--- config.mk ---
export PLATFORM = sky130hd
export DESIGN_NAME = pipe_ctrl
export DESIGN_NICKNAME = d
export VERILOG_FILES = /design/src/rtl/pipe_ctrl.sv
export SDC_FILE = /design/constraint.sdc
export NUM_CORES = 1
export LEC_CHECK = 0
export CAP_MARGIN = 20
export CELL_PAD_IN_SITES_DETAIL_PLACEMENT = 1
export CELL_PAD_IN_SITES_GLOBAL_PLACEMENT = 1
export CORE_MARGIN = 2
export CORE_UTILIZATION = 36
export CTS_CLUSTER_SIZE = 16
export DETAILED_ROUTE_END_ITERATION = 8
export PLACE_DENSITY = 0.95
export SETUP_SLACK_MARGIN = 0.15
export SYNTH_ARGS = -nofsm -noshare
export SYNTH_HDL_FRONTEND = slang
export SYNTH_SLANG_ARGS = --single-unit
--- constraint.sdc ---
create_clock -name clk -period 3.68 [get_ports clk]
set_input_delay 0.368 -clock clk [delete_from_list [all_inputs] [get_ports clk]]
set_output_delay 0.368 -clock clk [all_outputs]
set_load 0.05 [all_outputs]
--- src/rtl/pipe_ctrl.sv ---
// rtl/pipe_ctrl.sv - pipelined control and hazard unit for the 5-stage MIPS core
//
// Decodes the ID-stage instruction into combinational NPC/extender selects,
// carries registered control bundles through EX, MEM and WB, and raises the
// stall that freezes PC and IF/ID on load-use and branch-operand hazards.
//
// Optional feature macro: PIPE_CTRL_MDU_EN (multiply/divide decode, busy
// counter and the ex_mdu_start output).
//
// Ports:
//   clk, reset_n                  clock (rising) / async active-low reset
//   id_instr, id_valid            ID-stage instruction and its valid flag
//   flush                         load a bubble into EX at the next edge
//   ext_stall                     memory-side freeze of EX/MEM/WB
//   stall                         hold PC and IF/ID
//   id_si_ext, id_branch, id_j,
//   id_jr, id_jl                  combinational ID controls
//   ex_alu_op, ex_alu_src2,
//   ex_waddr, ex_we               EX-stage controls
//   mem_waddr, mem_we_reg, mem_we MEM-stage controls
//   wb_waddr, wb_we, wb_sel       WB-stage controls
//   ex_mdu_start                  one-cycle pulse when mult/div enters EX

module pipe_ctrl #(
  parameter int ALUOP_W  = 4,
  parameter int LINK_REG = 31,
  parameter int MDU_LAT  = 5
) (
  input  logic               clk,
  input  logic               reset_n,
  input  logic [31:0]        id_instr,
  input  logic               id_valid,
  input  logic               flush,
  input  logic               ext_stall,
  output logic               stall,
  output logic               id_si_ext,
  output logic               id_branch,
  output logic               id_j,
  output logic               id_jr,
  output logic               id_jl,
  output logic [ALUOP_W-1:0] ex_alu_op,
  output logic               ex_alu_src2,
  output logic [4:0]         ex_waddr,
  output logic               ex_we,
  output logic [4:0]         mem_waddr,
  output logic               mem_we_reg,
  output logic               mem_we,
  output logic [4:0]         wb_waddr,
  output logic               wb_we,
`ifdef PIPE_CTRL_MDU_EN
  output logic               ex_mdu_start,
`endif
  output logic [1:0]         wb_sel
);

  typedef struct packed {
    logic [ALUOP_W-1:0] alu_op;
    logic               alu_src2;
    logic               mem_we;
    logic               we;
    logic [4:0]         waddr;
    logic [1:0]         sel;
    logic               is_load;
  } ctrl_t;

  localparam ctrl_t BUBBLE = '0;

  logic [5:0] op, funct;
  logic [4:0] rs, rt, rd;

  assign op    = id_instr[31:26];
  assign rs    = id_instr[25:21];
  assign rt    = id_instr[20:16];
  assign rd    = id_instr[15:11];
  assign funct = id_instr[5:0];

  ctrl_t id_dec;
  logic  rs_use, rt_use, is_beq, is_jr, is_j, is_jl, si_ext;
  logic  id_mdu_op;   // mult/multu/div/divu
  logic  id_mfx;      // mfhi/mflo

  always_comb begin
    id_dec    = BUBBLE;
    rs_use    = 1'b0;
    rt_use    = 1'b0;
    is_beq    = 1'b0;
    is_jr     = 1'b0;
    is_j      = 1'b0;
    is_jl     = 1'b0;
    si_ext    = 1'b0;
    id_mdu_op = 1'b0;
    id_mfx    = 1'b0;
    if (id_valid) begin
      case (op)
        6'h00: begin
          case (funct)
            6'h21: begin  // addu
              id_dec.we    = 1'b1;
              id_dec.waddr = rd;
              rs_use       = 1'b1;
              rt_use       = 1'b1;
            end
            6'h23: begin  // subu
              id_dec.alu_op = ALUOP_W'(1);
              id_dec.we     = 1'b1;
              id_dec.waddr  = rd;
              rs_use        = 1'b1;
              rt_use        = 1'b1;
            end
            6'h08: begin  // jr
              is_jr  = 1'b1;
              rs_use = 1'b1;
            end
`ifdef PIPE_CTRL_MDU_EN
            6'h18, 6'h19, 6'h1A, 6'h1B: begin  // mult/multu/div/divu
              id_mdu_op = 1'b1;
              rs_use    = 1'b1;
              rt_use    = 1'b1;
            end
            6'h10, 6'h12: begin  // mfhi/mflo
              id_mfx       = 1'b1;
              id_dec.we    = 1'b1;
              id_dec.waddr = rd;
              id_dec.sel   = 2'd3;
            end
`endif
            default: ;
          endcase
        end
        6'h0D: begin  // ori
          id_dec.alu_op   = ALUOP_W'(3);
          id_dec.alu_src2 = 1'b1;
          id_dec.we       = 1'b1;
          id_dec.waddr    = rt;
          rs_use          = 1'b1;
        end
        6'h23: begin  // lw
          id_dec.alu_src2 = 1'b1;
          id_dec.we       = 1'b1;
          id_dec.waddr    = rt;
          id_dec.sel      = 2'd1;
          id_dec.is_load  = 1'b1;
          si_ext          = 1'b1;
          rs_use          = 1'b1;
        end
        6'h2B: begin  // sw
          id_dec.alu_src2 = 1'b1;
          id_dec.mem_we   = 1'b1;
          si_ext          = 1'b1;
          rs_use          = 1'b1;
          rt_use          = 1'b1;
        end
        6'h0F: begin  // lui
          id_dec.alu_op   = ALUOP_W'(5);
          id_dec.alu_src2 = 1'b1;
          id_dec.we       = 1'b1;
          id_dec.waddr    = rt;
        end
        6'h04: begin  // beq
          is_beq = 1'b1;
          si_ext = 1'b1;
          rs_use = 1'b1;
          rt_use = 1'b1;
        end
        6'h02: is_j = 1'b1;  // j
        6'h03: begin         // jal
          is_j         = 1'b1;
          is_jl        = 1'b1;
          id_dec.we    = 1'b1;
          id_dec.waddr = 5'(LINK_REG);
          id_dec.sel   = 2'd2;
        end
        6'h09: begin  // addiu
          id_dec.alu_src2 = 1'b1;
          id_dec.we       = 1'b1;
          id_dec.waddr    = rt;
          si_ext          = 1'b1;
          rs_use          = 1'b1;
        end
        default: ;
      endcase
    end
    // Writes to $0 are architecturally discarded, so never enable them.
    if (id_dec.waddr == 5'd0) id_dec.we = 1'b0;
  end

  assign id_si_ext = si_ext;
  assign id_branch = is_beq;
  assign id_j      = is_j;
  assign id_jr     = is_jr;
  assign id_jl     = is_jl;

  ctrl_t ex_q, mem_q, wb_q;

  // Hazard detection
  logic ex_match, mem_match, early_use, hazard, mdu_hazard;

  assign ex_match  = (rs_use && rs == ex_q.waddr)  || (rt_use && rt == ex_q.waddr);
  assign mem_match = (rs_use && rs == mem_q.waddr) || (rt_use && rt == mem_q.waddr);
  // beq/jr resolve in ID, so they also need results still sitting in EX/MEM.
  assign early_use = is_beq || is_jr;

`ifdef PIPE_CTRL_MDU_EN
  localparam int CW = $clog2(MDU_LAT + 1);
  logic [CW-1:0] mdu_cnt;
  logic          mdu_start_q;

  assign mdu_hazard   = (mdu_cnt != '0) && (id_mfx || id_mdu_op);
  assign ex_mdu_start = mdu_start_q;
`else
  assign mdu_hazard = 1'b0;
`endif

  assign hazard = (ex_q.is_load && ex_q.waddr != 5'd0 && ex_match)
                || (early_use && ex_q.we && ex_match)
                || (early_use && mem_q.is_load && mem_match)
                || mdu_hazard;

  assign stall = hazard || ext_stall;

  // Stage registers
  always_ff @(posedge clk or negedge reset_n) begin
    if (!reset_n) begin
      ex_q  <= BUBBLE;
      mem_q <= BUBBLE;
      wb_q  <= BUBBLE;
    end else if (!ext_stall) begin
      ex_q  <= (hazard || flush) ? BUBBLE : id_dec;
      mem_q <= ex_q;
      wb_q  <= mem_q;
    end
  end

`ifdef PIPE_CTRL_MDU_EN
  // The counter survives flush: the divider keeps running even if the
  // instruction stream around it is squashed.
  always_ff @(posedge clk or negedge reset_n) begin
    if (!reset_n) begin
      mdu_cnt     <= '0;
      mdu_start_q <= 1'b0;
    end else if (ext_stall) begin
      mdu_start_q <= 1'b0;
    end else if (id_mdu_op && !hazard && !flush) begin
      mdu_cnt     <= CW'(MDU_LAT);
      mdu_start_q <= 1'b1;
    end else begin
      mdu_start_q <= 1'b0;
      if (mdu_cnt != '0) mdu_cnt <= mdu_cnt - 1'b1;
    end
  end
`endif

  assign ex_alu_op   = ex_q.alu_op;
  assign ex_alu_src2 = ex_q.alu_src2;
  assign ex_waddr    = ex_q.waddr;
  assign ex_we       = ex_q.we;
  assign mem_waddr   = mem_q.waddr;
  assign mem_we_reg  = mem_q.we;
  assign mem_we      = mem_q.mem_we;
  assign wb_waddr    = wb_q.waddr;
  assign wb_we       = wb_q.we;
  assign wb_sel      = wb_q.sel;

  // Fields carried for completeness but not exported from every stage.
  logic unused_fields;
  assign unused_fields = ^{ex_q.mem_we, ex_q.sel, mem_q.alu_op, mem_q.alu_src2,
                           mem_q.sel, wb_q.alu_op, wb_q.alu_src2, wb_q.mem_we,
                           wb_q.is_load, id_instr[10:6]};

endmodule

==> impl_metrics.tcl <==
set metrics [dict create \
    status "complete, no violations" \
    fillCellCount 559 \
    r2r_cells 6 \
    setup_viol 0 \
    crit_slowest_cell "clkdlybuf4s50_1" \
    syn_to_final_growth_pct 34.10 \
    critPathMaxFanout 9 \
    rsz0062_at_grt "no" \
    end_kind "primary output" \
    initial_core_util_pct 37.81 \
    r2r_slack_ps 1570 \
    postCtsSetupBuffers 0 \
    max_slew_margin_pct 63.30 \
    numPortBuffers 62 \
    cts_tree "yes" \
    synth_edf_count 0 \
    grt_pass1_vias 1735 \
    syn_area_um2 1956 \
    fin_crit_ps 3130 \
    numCtsBuffers 5 \
    clk_pin_slew_ps 60 \
    n_antenna_cell 0 \
    p_clk_share_pct 38.0 \
    cp_data_required_time_ps 3310 \
    dpl_cell_area_um2 2531 \
    grt_max_degree 31 \
    die_h_um 77.71 \
    seqPwrFrac_pct 46.1 \
    design.core.area_um2 5172 \
    fin_tns_setup_ps 0 \
    fin_crit_sh_pct 85.04 \
    top_usage_layer "met2" \
    switching_share_pct 25.69 \
    wire_per_inst_um 16.45 \
    via_per_inst 5.256 \
    peakVddDrop_mv 0.1093 \
    dp_slack_ps 575.4 \
    async_reset_ff_share_pct 100.0 \
    drtAntennaViolNets 0 \
    grt_util_met2_pct 29.31 \
    arrival_ps 2760 \
    ys_types 48 \
    cts_resized 0 \
    synthFlopType "dfrtp_1" \
    fin_nets 279 \
    drv_slew 0 \
    critPathKind "in -> out" \
    cell_internal_pwr_uw 536.4 \
    avgSynthCellArea_um2 10.03 \
    vias 1645 \
    synth_warnings 0 \
    clock_tree.root_cell "clkbuf_8" \
    worst_pin_slew_ps 545.8 \
    overflow 0 \
    hold_viol 0 \
    cts-htree-levels 2 \
    hold_buffers 0 \
    start_kind "primary input" \
    antenna_found_initial 0 \
    ys_ff_latch 30 \
    die_w_um 77.71 \
    synthCells 195 \
    path_cells "clkdlybuf4s50_1, nor3_1, and4b_1, and2_1, clkdlybuf4s50_1" \
    slowest_delay_ps 800 \
    first_pass_iters 4 \
    wirelength_mm 5.150 \
    pwr-share-comb_pct 15.9 \
    drive_above_1_share_pct 14.81 \
    r2r-end "ex_alu_op[2]" \
    cp_common_cell "clkdlybuf4s50_1" \
    clock_latency_ps 290 \
    grt_use_met3_pct 3.488 \
    r2r-start "mem_waddr[2]" \
    holdWs_ps 488.7 \
    p_per_area_nw_per_um2 275.3 \
    gp_congestion 0.8651 \
    synth_seq_area_share_pct 38.39 \
    maxCapViolations 0 \
    p_leak_nw 1.088 \
    stdcell_area_um2 2623 \
    skew_ps 7.635 \
    route.detailed.drc 0 \
    use_met1_pct 24.24 \
    pin_count 69 \
    grt_pass1_wl_mm 8.659 \
    drtIter0Drc 61 \
    finalWorstSetupSlack_ps 550.4 \
    dp_hpwl_mm 4.042 \
    rows 26 \
    clk_path_buf_depth 2 \
    die_area_um2 6038 \
    power_switching_uw 185.5 \
    fmax_mhz 319.5 \
    syn_nets 232 \
    grtUsageTotal_pct 18.24 \
    hp-class "in -> async" \
    cts_sinks 30 \
]
==> synthesized netlist by cell type, drive strengths merged (5+ instances only) <==
library cell	count	area share, %
buf	18	7.0
clkbuf	7	1.4
dfrtp	30	38
mux2	16	9.2
nand2	19	3.6
nor2	7	1.3
nor3	6	1.5
o21ai	5	1.3
o31ai	11	5.2
or3	6	1.9
xnor2	10	4.5
xor2	10	4.5
==> worst max path at each step <==
stage	start	endpoint	slack, ps	cells after the start
4_1_cts	id_instr[29]	id_jl	590	5
3_3_place_gp	id_instr[29]	id_jl	620	5
5_1_grt	id_instr[29]	id_jl	420	5
6_report	id_instr[29]	id_jl	550	5
2_1_floorplan	id_instr[28]	stall	990	7
3_5_place_dp	id_instr[29]	id_jl	580	5
==> cells by family (layout without fill, tap and decap cells) <==
family                    Yosys count  count (layout)  synth area share, %
DFF                                30              30                38.39
other                               1               1               0.1918
AOI/OAI and AO/OA                  37              37                16.44
muxes                              16              16                9.213
buffers and inverters              29              77                9.212
xor gates and xnor gates           20              20                8.957
and+or+nand+nor                    62              62                17.59
==> final cells by class <==
type,instances,area (µm²),area share [%]
Timing Repair Buffer,65,653.1,24.90
Clock buffer,7,86.33,3.292
Sequential cell,30,750.7,28.63
Inverter,4,15.01,0.5725
Tap cell,70,87.58,3.340
Multi-Input combinational cell,136,1025,39.07
Clock inverter,1,5.005,0.1908
==> cells in the final DEF, fill, tap and decap left out, types with 4 or more instances in the layout <==
cell type        Yosys  layout
clkdlybuf4s50_1      0      61
dfrtp_1             30      30
nand2_1             19      19
mux2_2              16      16
xor2_1              10      10
xnor2_1             10      10
nor2_1               7       7
o31ai_1              7       7
nor3_1               6       6
or3_1                6       6
clkbuf_8             0       6
inv_1                4       4
and3_1               4       4
o31ai_2              4       4
a221oi_1             4       4
==> per-stage QoR <==
stage	power, mW	util, %	std cells
after floorplan	0.3918	-	195
after global placement	0.4507	48.94	305
after detailed placement	0.4537	48.94	305
after CTS	0.7293	50.70	313
after global routing	0.7531	50.70	313
final	0.7219	50.70	313
==> worst max-delay path: cells and delay by family <==
| family | cells | cell delay, ps |
|---|---|---|
| buffers and inverters | 2 | 1290 |
| and+or+nand+nor | 3 | 1090 |
==> power groups by stage <==
stage	Combinational [mW]	Sequential [mW]	Clock, mW
final	0.115	0.333	0.275
after global routing	0.124	0.333	0.297
after CTS	0.115	0.333	0.281
after detailed placement	0.115	0.339	0
after global placement	0.112	0.339	0
after floorplan	0.0502	0.342	0
==> routing by layer <==
metal,wire (µm),share of wire (%)
met5,0,0
met4,84,1.6
met3,242,4.7
met2,2477,48
met1,2346,46
Note: power is estimated with default switching activity, not from simulation.
